[src/rtl/axis_i2s_transmitter_pkg.sv]
// Shared constants, types and slot decode for the I2S transmit path.
// Also intended for reuse by a future I2S receiver.
package axis_i2s_transmitter_pkg;

   localparam int unsigned CNT_WIDTH      = 8;
   localparam int unsigned SLOTS_PER_CH   = 32;
   localparam int unsigned SCLK_DIV_LOG2  = 2;
   localparam int unsigned SLOT_WIDTH     = $clog2(SLOTS_PER_CH);
   localparam int unsigned MAX_DATA_WIDTH = SLOTS_PER_CH - 1;

   typedef enum logic {
      CH_LEFT  = 1'b0,
      CH_RIGHT = 1'b1
   } chan_e;

   typedef struct packed {
      chan_e                 ch;
      logic [SLOT_WIDTH-1:0] slot;
   } slot_pos_t;

   // Channel is the counter MSB; the slot is the bits between it and the SCLK divider.
   function automatic slot_pos_t decode_pos(input logic [CNT_WIDTH-1:0] cnt);
      slot_pos_t pos;
      pos.ch   = chan_e'(cnt[CNT_WIDTH-1]);
      pos.slot = cnt[CNT_WIDTH-2 -: SLOT_WIDTH];
      return pos;
   endfunction

endpackage

[src/rtl/axis_i2s_transmitter_if.sv]
// AXI-Stream sample bus carrying stereo packets (left word, then right word with last).
interface axis_i2s_transmitter_if #(
   parameter int unsigned DATA_WIDTH = 24
) ();

   logic [DATA_WIDTH-1:0] data;
   logic                  valid;
   logic                  ready;
   logic                  last;

   modport master (
      output data,
      output valid,
      output last,
      input  ready
   );

   modport slave (
      input  data,
      input  valid,
      input  last,
      output ready
   );

endinterface

[src/rtl/axis_i2s_transmitter_timing.sv]
// Free-running 256x frame counter with LRCK/SCLK generation and slot/wrap decode.
module i2s_tx_timing
   import axis_i2s_transmitter_pkg::*;
(
   input  logic      clk,
   input  logic      resetn,
   output logic      lrck,
   output logic      sclk,
   output logic      bit_edge_c,
   output logic      wrap_c,
   output slot_pos_t next_pos_c
);

   logic [CNT_WIDTH-1:0] cnt;

   always_ff @(posedge clk or negedge resetn) begin
      if (!resetn) begin
         cnt <= '0;
      end else begin
         cnt <= cnt + CNT_WIDTH'(1);
      end
   end

   assign lrck = cnt[CNT_WIDTH-1];
   assign sclk = cnt[SCLK_DIV_LOG2-1];

   // Next edge starts a new SCLK period / a new frame.
   assign bit_edge_c = &cnt[SCLK_DIV_LOG2-1:0];
   assign wrap_c     = &cnt;
   assign next_pos_c = decode_pos(cnt + CNT_WIDTH'(1));

endmodule

[src/rtl/axis_i2s_transmitter.sv]
// AXI-Stream stereo packet to I2S line-out transmitter: holding buffer,
// per-frame active registers and MSB-first serializer with underrun flag.
module axis_i2s_transmitter
   import axis_i2s_transmitter_pkg::*;
#(
   parameter int unsigned DATA_WIDTH = 24
) (
   input  logic                         clk,
   input  logic                         resetn,
   axis_i2s_transmitter_if.slave        s_axis,
   output logic                         tx_mclk,
   output logic                         tx_lrck,
   output logic                         tx_sclk,
   output logic                         tx_sdout,
   output logic                         underrun
);

   // One-bit delay after LRCK leaves room for at most SLOTS_PER_CH-1 data bits.
   if (DATA_WIDTH == 0 || DATA_WIDTH > MAX_DATA_WIDTH) begin : g_bad_width
      $error("axis_i2s_transmitter: DATA_WIDTH must be 1..%0d", MAX_DATA_WIDTH);
   end

   logic      bit_edge_c;
   logic      wrap_c;
   slot_pos_t next_pos_c;

   i2s_tx_timing u_timing (
      .clk        (clk),
      .resetn     (resetn),
      .lrck       (tx_lrck),
      .sclk       (tx_sclk),
      .bit_edge_c (bit_edge_c),
      .wrap_c     (wrap_c),
      .next_pos_c (next_pos_c)
   );

   // MCLK is the system clock itself; the pad wrapper forwards it through an ODDR.
   assign tx_mclk = clk;

   logic                  ready_q;
   logic                  hold_full;
   logic [DATA_WIDTH-1:0] hold_l;
   logic [DATA_WIDTH-1:0] hold_r;
   logic [DATA_WIDTH-1:0] act_l;
   logic [DATA_WIDTH-1:0] act_r;

   logic                  hs_c;
   logic                  hold_full_nxt_c;

   assign s_axis.ready = ready_q;
   assign hs_c         = s_axis.valid && ready_q;

   // A right word fills the buffer; a frame load with a full buffer drains it.
   always_comb begin
      hold_full_nxt_c = hold_full;
      if (wrap_c && hold_full) begin
         hold_full_nxt_c = 1'b0;
      end
      if (hs_c && s_axis.last) begin
         hold_full_nxt_c = 1'b1;
      end
   end

   always_ff @(posedge clk or negedge resetn) begin
      if (!resetn) begin
         ready_q   <= 1'b0;
         hold_full <= 1'b0;
         hold_l    <= '0;
         hold_r    <= '0;
      end else begin
         ready_q   <= ~hold_full_nxt_c;
         hold_full <= hold_full_nxt_c;
         if (hs_c && !s_axis.last) begin
            hold_l <= s_axis.data;
         end
         if (hs_c && s_axis.last) begin
            hold_r <= s_axis.data;
         end
      end
   end

   // Frame load: a missing packet plays silence and raises underrun for c=0.
   always_ff @(posedge clk or negedge resetn) begin
      if (!resetn) begin
         act_l    <= '0;
         act_r    <= '0;
         underrun <= 1'b0;
      end else begin
         underrun <= wrap_c && !hold_full;
         if (wrap_c) begin
            if (hold_full) begin
               act_l <= hold_l;
               act_r <= hold_r;
            end else begin
               act_l <= '0;
               act_r <= '0;
            end
         end
      end
   end

   logic [DATA_WIDTH-1:0]   sel_word_c;
   logic [SLOTS_PER_CH-1:0] slot_word_c;
   logic                    sdout_nxt_c;

   // Sample sits MSB-first in slots 1..DATA_WIDTH; slot 0 and the tail stay zero.
   always_comb begin
      sel_word_c  = (next_pos_c.ch == CH_RIGHT) ? act_r : act_l;
      slot_word_c = SLOTS_PER_CH'(sel_word_c) << (SLOTS_PER_CH - 1 - DATA_WIDTH);
      sdout_nxt_c = slot_word_c[SLOT_WIDTH'(SLOTS_PER_CH - 1) - next_pos_c.slot];
   end

   always_ff @(posedge clk or negedge resetn) begin
      if (!resetn) begin
         tx_sdout <= 1'b0;
      end else if (bit_edge_c) begin
         tx_sdout <= sdout_nxt_c;
      end
   end

endmodule

[src/flat_wrapper.sv]
// flat-port wrapper written by rule: the top's interface ports become plain ports
module axis_i2s_transmitter_flat import axis_i2s_transmitter_pkg::*;
#(
   parameter int unsigned DATA_WIDTH = 24
)
  (clk, resetn, tx_mclk, tx_lrck, tx_sclk, tx_sdout, underrun, s_axis_data, s_axis_valid, s_axis_last, s_axis_ready);
  axis_i2s_transmitter_if #(.DATA_WIDTH(DATA_WIDTH)) s_axis_i ();
  input  logic clk;
  input  logic resetn;
  output logic tx_mclk;
  output logic tx_lrck;
  output logic tx_sclk;
  output logic tx_sdout;
  output logic underrun;
  input wire logic [$bits(s_axis_i.data)-1:0] s_axis_data;
  input wire logic [$bits(s_axis_i.valid)-1:0] s_axis_valid;
  input wire logic [$bits(s_axis_i.last)-1:0] s_axis_last;
  output wire logic [$bits(s_axis_i.ready)-1:0] s_axis_ready;
  assign s_axis_i.data = s_axis_data;
  assign s_axis_i.valid = s_axis_valid;
  assign s_axis_i.last = s_axis_last;
  assign s_axis_ready = s_axis_i.ready;
  axis_i2s_transmitter #(.DATA_WIDTH(DATA_WIDTH)) u_core (.clk(clk), .resetn(resetn), .s_axis(s_axis_i), .tx_mclk(tx_mclk), .tx_lrck(tx_lrck), .tx_sclk(tx_sclk), .tx_sdout(tx_sdout), .underrun(underrun));
endmodule
[config.mk]
export PLATFORM = sky130hd
export DESIGN_NAME = axis_i2s_transmitter_flat
export DESIGN_NICKNAME = d
export VERILOG_FILES = /design/src/rtl/axis_i2s_transmitter_pkg.sv /design/src/rtl/axis_i2s_transmitter_if.sv /design/src/rtl/axis_i2s_transmitter_timing.sv /design/src/rtl/axis_i2s_transmitter.sv /design/src/flat_wrapper.sv
export SDC_FILE = /design/constraint.sdc
export NUM_CORES = 1
export LEC_CHECK = 0
export BUFFER_PORTS_ARGS = -buffer_cell sky130_fd_sc_hd__buf_2
export CAP_MARGIN = 20
export CORE_ASPECT_RATIO = 0.8
export CORE_MARGIN = 2
export CORE_UTILIZATION = 41
export DETAILED_ROUTE_END_ITERATION = 10
export SYNTH_ARGS = -nofsm -noshare
export SYNTH_HDL_FRONTEND = slang
export SYNTH_SLANG_ARGS = --single-unit
[constraint.sdc]
create_clock -name clk -period 3.76 [get_ports clk]
set_input_delay 0.94 -clock clk [delete_from_list [all_inputs] [get_ports clk]]
set_output_delay 0.94 -clock clk [all_outputs]
set_load 0.01 [all_outputs]
## Word level (Yosys, flattened, before mapping)

Index checks and enable logic that the tools add are counted.

| storage, ports and cells | value |
|---|---|
| register bits after elaboration | 108 |
| output and inout bits | 6 |
| input bits | 28 |

| cells by class | value |
|---|---|
| order comparisons | 1 |
| add/sub/neg operators | 2 |
| bitwise gates (word level) | 1 |
| reduce and logical (&&, ||, !) cells | 9 |
| multiplexer cells | 7 |

Operator list:

| operator | number |
|---|---|
| $mux W24 | 3 |
| $add A8 B1 Y8 const B | 1 |
| $reduce_and A8 Y1 | 1 |
| $lt A5 B6 Y1 const B | 1 |
| $bmux W1 S5 | 1 |
| $logic_and A1 B1 Y1 | 5 |
| $sub A5 B5 Y5 const A | 1 |
| $mux W1 | 3 |
| $logic_not A1 Y1 | 2 |
| $reduce_and A2 Y1 | 1 |
| $not A1 Y1 | 1 |

## Logic depth before layout (Yosys ltp)

Gate-level depths: netlist of run 1.

| depth | value |
|---|---|
| word-level depth | 5 |
| gate-level depth with buffers | 9 |
| gate-level depth less buffers | 8 |

## By module

From an unflattened synthesis of run 1, not the netlist that was laid out.

| second synthesis, totals | value |
|---|---|
| cells, all modules | 379 |
| area total of the unflattened synthesis | 4589.4 sq um |

Modules (own cells, without submodules):

| module | cells each | area each (sq um) | times used |
|---|---|---|---|
| axis_i2s_transmitter | 353 | 4265.3 | 1 |
| i2s_tx_timing | 26 | 324.1 | 1 |

==> flow_metrics.tcl, run 1 <==
set metrics [dict create \
    outcome "finished, final reports clean" \
    synth_mux_area_share_pct 18.51 \
    die-area_mm2 0.01198 \
    place_inst 556 \
    syn2layout_area_growth_pct 14.94 \
    die_width_um 121.9 \
    seq_power_share_pct 51.6 \
    rsz0062_at_grt "no" \
    p_leak_nw 2.470 \
    critPathLaunchType "clock port" \
    tightest_slew_ps 594.9 \
    fin_nets 455 \
    portBuffers 33 \
    io_pins 34 \
    hp-class "register to register" \
    clk_latency_ps 450 \
    syn_nets 424 \
    grt_max_degree 64 \
    postCtsSetupBuffers 0 \
    cap_violations 0 \
    cts_hold_buf 0 \
    clockPowerShare_pct 46.6 \
    critPathMaxFanout 2 \
    yosys.area.top_type "dfrtp_1" \
    grt_pass1_wl_um 14840 \
    synth_area_leaders "dfrtp_1, mux2_2, nand2_1" \
    crit_top_cell "clkbuf_16" \
    crit_type "clock port to output port" \
    slew_viol_final 0 \
    synth_top_family_by_area "multiplexers" \
    synthSimpleGateAreaFrac_pct 10.57 \
    critPathCaptureType "output port" \
    rows 34 \
    n_antenna_cell 0 \
    synth_top_area_share_pct 59.31 \
    syn_area_per_cell_um2 11.54 \
    ys_ff_latch 108 \
    drtIter0Drc 87 \
    power.switching_uw 478.3 \
    p_sw_share_pct 21.26 \
    synth_common_cells "dfrtp_1, nand2_1, mux2_2" \
    hpwl_um 5823 \
    synth-compound-area-share_pct 7.276 \
    setup_viol 0 \
    clkSlewWorstSetupHoldPaths_ps 70 \
    place_congestion 0.7657 \
    slowest_delay_ps 130 \
    powerDensity_mw_per_mm2 429.6 \
    wire_per_inst_um 14.74 \
    internal_power_mw 1.772 \
    maxSlewHeadroom_pct 60.34 \
    synth_ff_type "dfrtp_1" \
    core_area_mm2 0.01085 \
    grt_pass1_vias 2989 \
    start_util_pct 42.01 \
    setup_tns_ps 0 \
    pwr-share-comb_pct 1.8 \
    route.detailed.drc 0 \
    instances_no_fill 575 \
    via_per_inst 5.030 \
    yosysMostFrequentCell "dfrtp_1" \
    ys_seq_area_share_pct 59.31 \
    wirelength_um 8474 \
    syn_area_mm2 0.004557 \
    ir_drop_mv 0.2805 \
    chipHeight_um 98.30 \
    globalRouteOverflowTotal 0 \
    antenna_found_initial 0 \
    drive_gt1_share_pct 28.07 \
    via_count 2892 \
    crit_slowest_cell "clkbuf_16" \
    ys_warn_count 0 \
    syn_inst 395 \
    crit_family "buffers and inverters" \
    ctsResizeCount 0 \
    required_ps 2820 \
    synth.distinct_cells 32 \
    synth-adder-area-share_pct 0.2746 \
    critPathBufInv 3 \
    async_flop_share_pct 100.0 \
    cp_cell_sequence "clkbuf_16 > clkbuf_16 > buf_2" \
    gr-usage-all-layers_pct 16.08 \
    tritoncts "done" \
    yosys.area_share.xor_xnor_pct 1.153 \
    postRouteAntennaNets 0 \
    drtPass1Iterations 4 \
    synth_edf_count 0 \
    worst_clock_skew_ps 7.302 \
    hold_viol_final 0 \
    cp.arrival_ps 2250 \
]
-- path summary, 6_finish.rpt --
check                                                  from  slack [ps]                          endpoint  depth (start not counted)
min                        u_core.u_timing.cnt[0]$_DFF_PN0_         470  u_core.u_timing.cnt[0]$_DFF_PN0_                          1
min in group asynchronous                            resetn         490        u_core.hold_full$_DFF_PN0_                          1
max in group asynchronous                            resetn        2540      u_core.act_l[15]$_DFFE_PN0P_                          2
max                                                     clk         570                           tx_mclk                          3
min reg2reg                u_core.u_timing.cnt[0]$_DFF_PN0_         470  u_core.u_timing.cnt[0]$_DFF_PN0_                          1
max reg2reg                u_core.u_timing.cnt[4]$_DFF_PN0_        1130       u_core.tx_sdout$_DFFE_PN0P_                          8
-- cells in the final DEF, fill, tap and decap left out, drive strengths merged, types with 4 or more instances in the layout --
cell,n
mux2i,10
mux4,8
dfrtp,108
nor2,7
nand3,4
buf,41
nand2,101
o21ai,49
mux2,50
clkbuf,13
inv,8
-- metrics by stage --
stage | util [%] | setup slack [ps] | area, um2 | total power [mW] | hold slack (ps)
6_report | 48.28 | 566.9 | 5238 | 2.250 | 466.8
5_1_grt | 48.28 | 559.0 | 5238 | 2.345 | 471.2
4_1_cts | 48.28 | 561.0 | 5238 | 2.284 | 460.5
3_5_place_dp | 45.02 | 825.2 | 4883 | 1.243 | 449.4
3_3_place_gp | 45.02 | 825.2 | 4883 | 1.242 | 433.5
2_1_floorplan | - | 820.9 | 4557 | 1.206 | 420.0
-- cell families after synthesis --
kind of cell,after synthesis
AOI/OAI and AO/OA,60
buffers and inverters,31
xor gates and xnor gates,6
DFF,108
and+or+nand+nor,121
adders and majority gates,1
muxes,68
-- state kept, by name, summed over array words and instances, names as in the netlist --
signal               cells
u_core.s_axis.ready      1
u_core.tx_sdout          1
u_core.underrun          1
u_core.act_l            24
u_core.act_r            24
u_core.hold_l           24
u_core.hold_r           24
u_core.u_timing.cnt      8
u_core.hold_full         1
-- area by class of cell --
type	instances	area (um2)
clock buffer	14	309.0
inverter	7	26.28
fill	1009	5610
multi-input combinational	256	1734
clock inverter	6	50.05
tap	144	180.2
timing repair buffer	40	235.2
sequential	108	2703
-- worst reg2reg max path, stage by stage (launching register included) --
cell and delay [ps]:
dfrtp_1 430, nand4_1 150, or3_1 390, and2_1 170
buf_4 200, mux4_2 440, o2bb2ai_1 140, a2111oi_0 450
a211oi_1 140
-- per-layer routing --
metal | wire length (um) | GRT usage, % | up-vias
met3 | 267 | 4.030 | 13
met5 | 0 | 0 | -
li1 | - | - | 1414
met2 | 3847 | 24.28 | 44
met4 | 163 | 7.427 | 0
met1 | 4195 | 21.92 | 1421
-- power groups by stage --
stage	combinational, mW	clock (mW)	sequential (mW)
floorplan	0.000726	0.0219	1.18
global placement	0.0422	0.0161	1.18
detailed placement	0.0439	0.0161	1.18
CTS	0.0441	1.08	1.16
global route	0.0487	1.14	1.16
finish	0.0416	1.05	1.16
Note: power is estimated with default switching activity, not from simulation.
==> run 2: changes to the inputs <==
==> constraint.sdc (replaced) <==
create_clock -name clk -period 3 [get_ports clk]
set_input_delay 0.75 -clock clk [delete_from_list [all_inputs] [get_ports clk]]
set_output_delay 0.75 -clock clk [all_outputs]
set_load 0.01 [all_outputs]
==> run 2 against run 1 <==
Net effect: setup slack worse by 290 ps; critical path depth is 4 higher; core utilization is 0.10 points higher; final area is 0.21% higher; combinational power is 25% higher.
==> flow_metrics.tcl, run 2 (synthesized netlist as in run 1, its figures left out) <==
set metrics [dict create \
    outcome "finished, final reports clean" \
    rsz0062_at_grt "no" \
    clk_latency_ps 450 \
    via_per_inst 5.024 \
    cap_violations 0 \
    die_width_um 121.9 \
    grt_pass1_wl_um 15010 \
    chipHeight_um 98.30 \
    final_common_cell "dfrtp_1" \
    timing.rr.start "u_core.u_timing.cnt[2]$_DFF_PN0_" \
    hold_viol_final 0 \
    seq_power_share_pct 51.2 \
    postLayoutCellArea_mm2 0.005249 \
    wire_per_inst_um 14.95 \
    p_sw_share_pct 20.48 \
    portBuffers 33 \
    powerDensity_mw_per_mm2 541.4 \
    maxSlewHeadroom_pct 58.49 \
    crit_type "register to register" \
    die-area_mm2 0.01198 \
    drtIter0Drc 117 \
    critPathLaunchType "register" \
    syn2layout_area_growth_pct 15.18 \
    n_antenna_cell 0 \
    start_util_pct 42.01 \
    required_ps 3320 \
    route.detailed.drc 0 \
    hp-class "input pin to asynchronous set/reset pin" \
    layout_common_cells "dfrtp_1, nand2_1, mux2_2, o21ai_0, buf_2" \
    wirelength_um 8626 \
    core_area_mm2 0.01085 \
    max_freq_ghz 0.3672 \
    clockPowerShare_pct 47.0 \
    io_pins 34 \
    pwr-share-comb_pct 1.8 \
    via_count 2899 \
    placed_area_mm2 0.004886 \
    setup_viol 0 \
    postRouteAntennaNets 0 \
    drive_gt1_share_pct 28.64 \
    grt_max_degree 51 \
    clkSlewWorstSetupHoldPaths_ps 70 \
    setup_tns_ps 0 \
    reg2reg_depth 7 \
    cts_hold_buf 0 \
    p_leak_nw 2.488 \
    hold_ws_ps 307.0 \
    cp.arrival_ps 3040 \
    worst_clock_skew_ps 5.030 \
    ff2ff_setup_slack_ps 280 \
    critPathMaxFanout 6 \
    fin_crit_sh_pct 90.78 \
    grt_pass1_vias 3033 \
    period_minus_slack_ps 2723 \
    postCtsSetupBuffers 0 \
    tightest_slew_ps 622.6 \
    antenna_found_initial 0 \
    hpwl_um 5889 \
    rows 34 \
    place_congestion 0.8134 \
    internal_power_mw 2.260 \
    critPathCaptureType "register" \
    slew_viol_final 0 \
    gr-usage-all-layers_pct 16.35 \
    drtPass1Iterations 4 \
    worstReg2RegEnd "u_core.tx_sdout$_DFFE_PN0P_" \
    tritoncts "done" \
    fin_nets 457 \
    globalRouteOverflowTotal 0 \
    ctsResizeCount 0 \
    power.switching_uw 582.1 \
    ir_drop_mv 0.3595 \
]
==> run 2: cell count changes in the layout (fill, tap and decap cells not counted), sizes merged <==
cell	change
clkbuf	+1
buf	+2
clkinvlp	-1
==> run 2: critical path: stages (launching register included) <==
cell,delay (ps)
dfrtp_1,420
nand3_1,170
o21ai_0,250
and2_1,410
mux4_2,550
mux2_2,290
a2111oi_1,410
a211oi_1,80
==> run 2: layout make-up <==
class,instances,area [um2]
Clock buffer,15,332.8
Clock inverter,5,35.03
Fill cell,1008,5599
Inverter,7,26.28
Multi-Input combinational cell,256,1734
Sequential cell,108,2703
Tap cell,144,180.2
Timing Repair Buffer,42,237.7
==> run 2: power by group through the flow <==
stage	Combinational [mW]	Clock, mW	Sequential (mW)
after global placement	0.0534	0.0201	1.48
after floorplan	0.000910	0.0275	1.48
after detailed placement	0.0554	0.0201	1.48
after global routing	0.0615	1.44	1.45
after CTS	0.0558	1.38	1.45
final	0.0521	1.33	1.46
==> run 2: stage by stage <==
step                      setup slack [ps]  instances  utilization (%)  power, mW
after CTS                            316.9        577            48.39      2.886
after floorplan                      308.2        395                -      1.512
final                                276.6        577            48.39      2.842
after global routing                 88.41        577            48.39      2.959
after detailed placement             350.0        558            45.04      1.559
after global placement               431.9        558            45.04      1.557
==> run 2: worst max-delay path by stage <==
stage                                                 from                     endpoint  cells past startpoint
after floorplan           u_core.u_timing.cnt[1]$_DFF_PN0_  u_core.tx_sdout$_DFFE_PN0P_                      7
after global placement    u_core.u_timing.cnt[6]$_DFF_PN0_  u_core.tx_sdout$_DFFE_PN0P_                      7
after detailed placement  u_core.u_timing.cnt[2]$_DFF_PN0_  u_core.tx_sdout$_DFFE_PN0P_                      7
after CTS                 u_core.u_timing.cnt[4]$_DFF_PN0_  u_core.tx_sdout$_DFFE_PN0P_                      7
after global routing      u_core.u_timing.cnt[3]$_DFF_PN0_  u_core.tx_sdout$_DFFE_PN0P_                      7
final                     u_core.u_timing.cnt[2]$_DFF_PN0_  u_core.tx_sdout$_DFFE_PN0P_                      7
==> run 2: metal layers <==
| layer | global-route usage, % | vias up | part of all wire (%) |
|---|---|---|---|
| li1 | - | 1421 | - |
| met1 | 22.20 | 1408 | 47 |
| met2 | 24.28 | 55 | 46 |
| met3 | 4.907 | 15 | 4.4 |
| met4 | 7.339 | 0 | 2.2 |
| met5 | 0 | - | 0 |
==> run 3: changes to the inputs <==
--- a/config.mk
+++ b/config.mk
@@ -7,10 +7,9 @@
 export LEC_CHECK = 0
 export BUFFER_PORTS_ARGS = -buffer_cell sky130_fd_sc_hd__buf_2
 export CAP_MARGIN = 20
-export CORE_ASPECT_RATIO = 0.8
-export CORE_MARGIN = 2
 export CORE_UTILIZATION = 41
 export DETAILED_ROUTE_END_ITERATION = 10
+export SKIP_CTS_REPAIR_TIMING = 1
 export SYNTH_ARGS = -nofsm -noshare
 export SYNTH_HDL_FRONTEND = slang
 export SYNTH_SLANG_ARGS = --single-unit
==> run 3 against run 2 <==
Net effect: final area fell by 2.3%; clock power decreased by 25%; setup slack better by 92 ps; combinational power is essentially flat; total power fell by 12%; clock skew up 2.9 ps; sequential cell count unchanged; global-route usage rose by 0.51 points; sequential share of layout area rose by 1.2 points; via count increased by 0.34%; largest cell class unchanged; largest power group unchanged; highest routed layer unchanged.
==> flow_metrics.tcl, run 3 (synthesized netlist as in run 1, its figures left out) <==
set metrics [dict create \
    portBuffers 33 \
    wirelength_um 8391 \
    wl_met3_um 212 \
    critPathMaxFanout 7 \
    grt_pass1_wl_um 14550 \
    die_width_um 107.4 \
    core_area_mm2 0.01084 \
    drtIter0Drc 106 \
    route.detailed.drc 0 \
    rows 38 \
    cp.arrival_ps 2960 \
    hpwl_um 5657 \
    critPathLaunchType "register" \
    worst_clock_skew_ps 7.932 \
    period_minus_slack_ps 2632 \
    start_util_pct 42.04 \
    postRouteAntennaNets 0 \
    hp-class "input pin to asynchronous set/reset pin" \
    via_per_inst 5.095 \
    slowest_delay_ps 560 \
    wire_per_inst_um 14.70 \
    startpoint "u_core.u_timing.cnt[3]$_DFF_PN0_" \
    routed.top_layer "met4" \
    timing.rr.start "u_core.u_timing.cnt[3]$_DFF_PN0_" \
    required_ps 3330 \
    maxSlewHeadroom_pct 54.52 \
    fin_crit_sh_pct 87.72 \
    grt_pass1_vias 2985 \
    via_count 2909 \
    setup_tns_ps 0 \
    drive_gt1_share_pct 28.31 \
    p_leak_nw 2.437 \
    clk_latency_ps 460 \
    ir_drop_mv 0.2324 \
    slew_viol_final 0 \
    max_freq_ghz 0.3800 \
    cap_violations 0 \
    drtPass1Iterations 5 \
    gr-usage-all-layers_pct 16.85 \
    powerDensity_mw_per_mm2 488.2 \
    grt_max_degree 64 \
    outcome "finished, final reports clean" \
    wl_met2_um 3890 \
    postLayoutCellArea_mm2 0.005130 \
    globalRouteOverflowTotal 0 \
    antenna_found_initial 0 \
    final_common_cell "dfrtp_1" \
    layout_common_cells "dfrtp_1, nand2_1, mux2_2, o21ai_0, buf_2" \
    placed_area_mm2 0.004891 \
    place_congestion 0.8125 \
    io_pins 34 \
    place_inst 552 \
    hold_viol_final 0 \
    n_antenna_cell 0 \
    setup_viol 0 \
    die-area_mm2 0.01154 \
    rsz0062_at_grt "no" \
    crit_slowest_cell "mux4_2" \
    crit_type "register to register" \
    fin_nets 455 \
    critPathCaptureType "register" \
    chipHeight_um 107.4 \
    syn2layout_area_growth_pct 12.58 \
    clkSlewWorstSetupHoldPaths_ps 100 \
    wl_met1_um 4131 \
    cp_cell_sequence "nand4_1 > o21ai_0 > and2_1 > mux4_2 > o2bb2ai_1 > a2111oi_0 > a211oi_1" \
    tritoncts "done" \
    tightest_slew_ps 681.4 \
    instances_no_fill 571 \
]
## run 3: worst max-delay path, delay by kind of cell, from the launching register on
| family | cells | cell delay (ps) |
|---|---|---|
| AO/OA/AOI/OAI | 4 | 910 |
| AND/OR/NAND/NOR | 2 | 590 |
| multiplexers | 1 | 560 |
| flip-flops | 1 | 440 |
## run 3: per-stage QoR
step                      hold slack (ps)  utilization [%]  setup WS, ps  power, mW
after floorplan                     420.0                -         308.2      1.512
after global placement              433.5            45.12         432.8      1.557
after detailed placement            449.9            45.12         364.2      1.559
after CTS                           281.2            47.32         351.8      2.550
after global routing                289.8            47.32         159.4      2.619
final                               273.2            47.32         368.3      2.505
## run 3: where the power goes
| part | switching [mW] | internal, mW | leakage [nW] |
|---|---|---|---|
| registers | 0 | 1.45 | 1.49 |
| clock network | 0.512 | 0.486 | 0.131 |
| logic | 0.0357 | 0.0162 | 0.817 |
| total | 0.548 | 1.96 | 2.44 |
## run 3: per-layer routing
layer,up-vias,global-route usage [%]
li1,1409,-
met5,-,0
met3,12,4.116
met2,43,25.94
met1,1445,22.55
met4,0,7.730
## run 3: area by class of cell
class	count	area, um2
Fill cell	1028	5710
Sequential cell	108	2703
Multi-Input combinational cell	256	1734
Timing Repair Buffer	40	247.7
Tap cell	140	175.2
Clock buffer	13	170.2
Clock inverter	7	73.82
Inverter	7	26.28
## run 3: path summary, 6_finish.rpt
path	end	slack, ps	cells after the start
worst max register to register	u_core.tx_sdout$_DFFE_PN0P_	370	7
worst max-delay path	u_core.tx_sdout$_DFFE_PN0P_	370	7
worst min-delay path	u_core.underrun$_DFF_PN0_	270	1
worst min register to register	u_core.u_timing.cnt[0]$_DFF_PN0_	460	1
min in group clk	u_core.u_timing.cnt[0]$_DFF_PN0_	460	1
max in group asynchronous	u_core.act_r[12]$_DFFE_PN0P_	1990	2
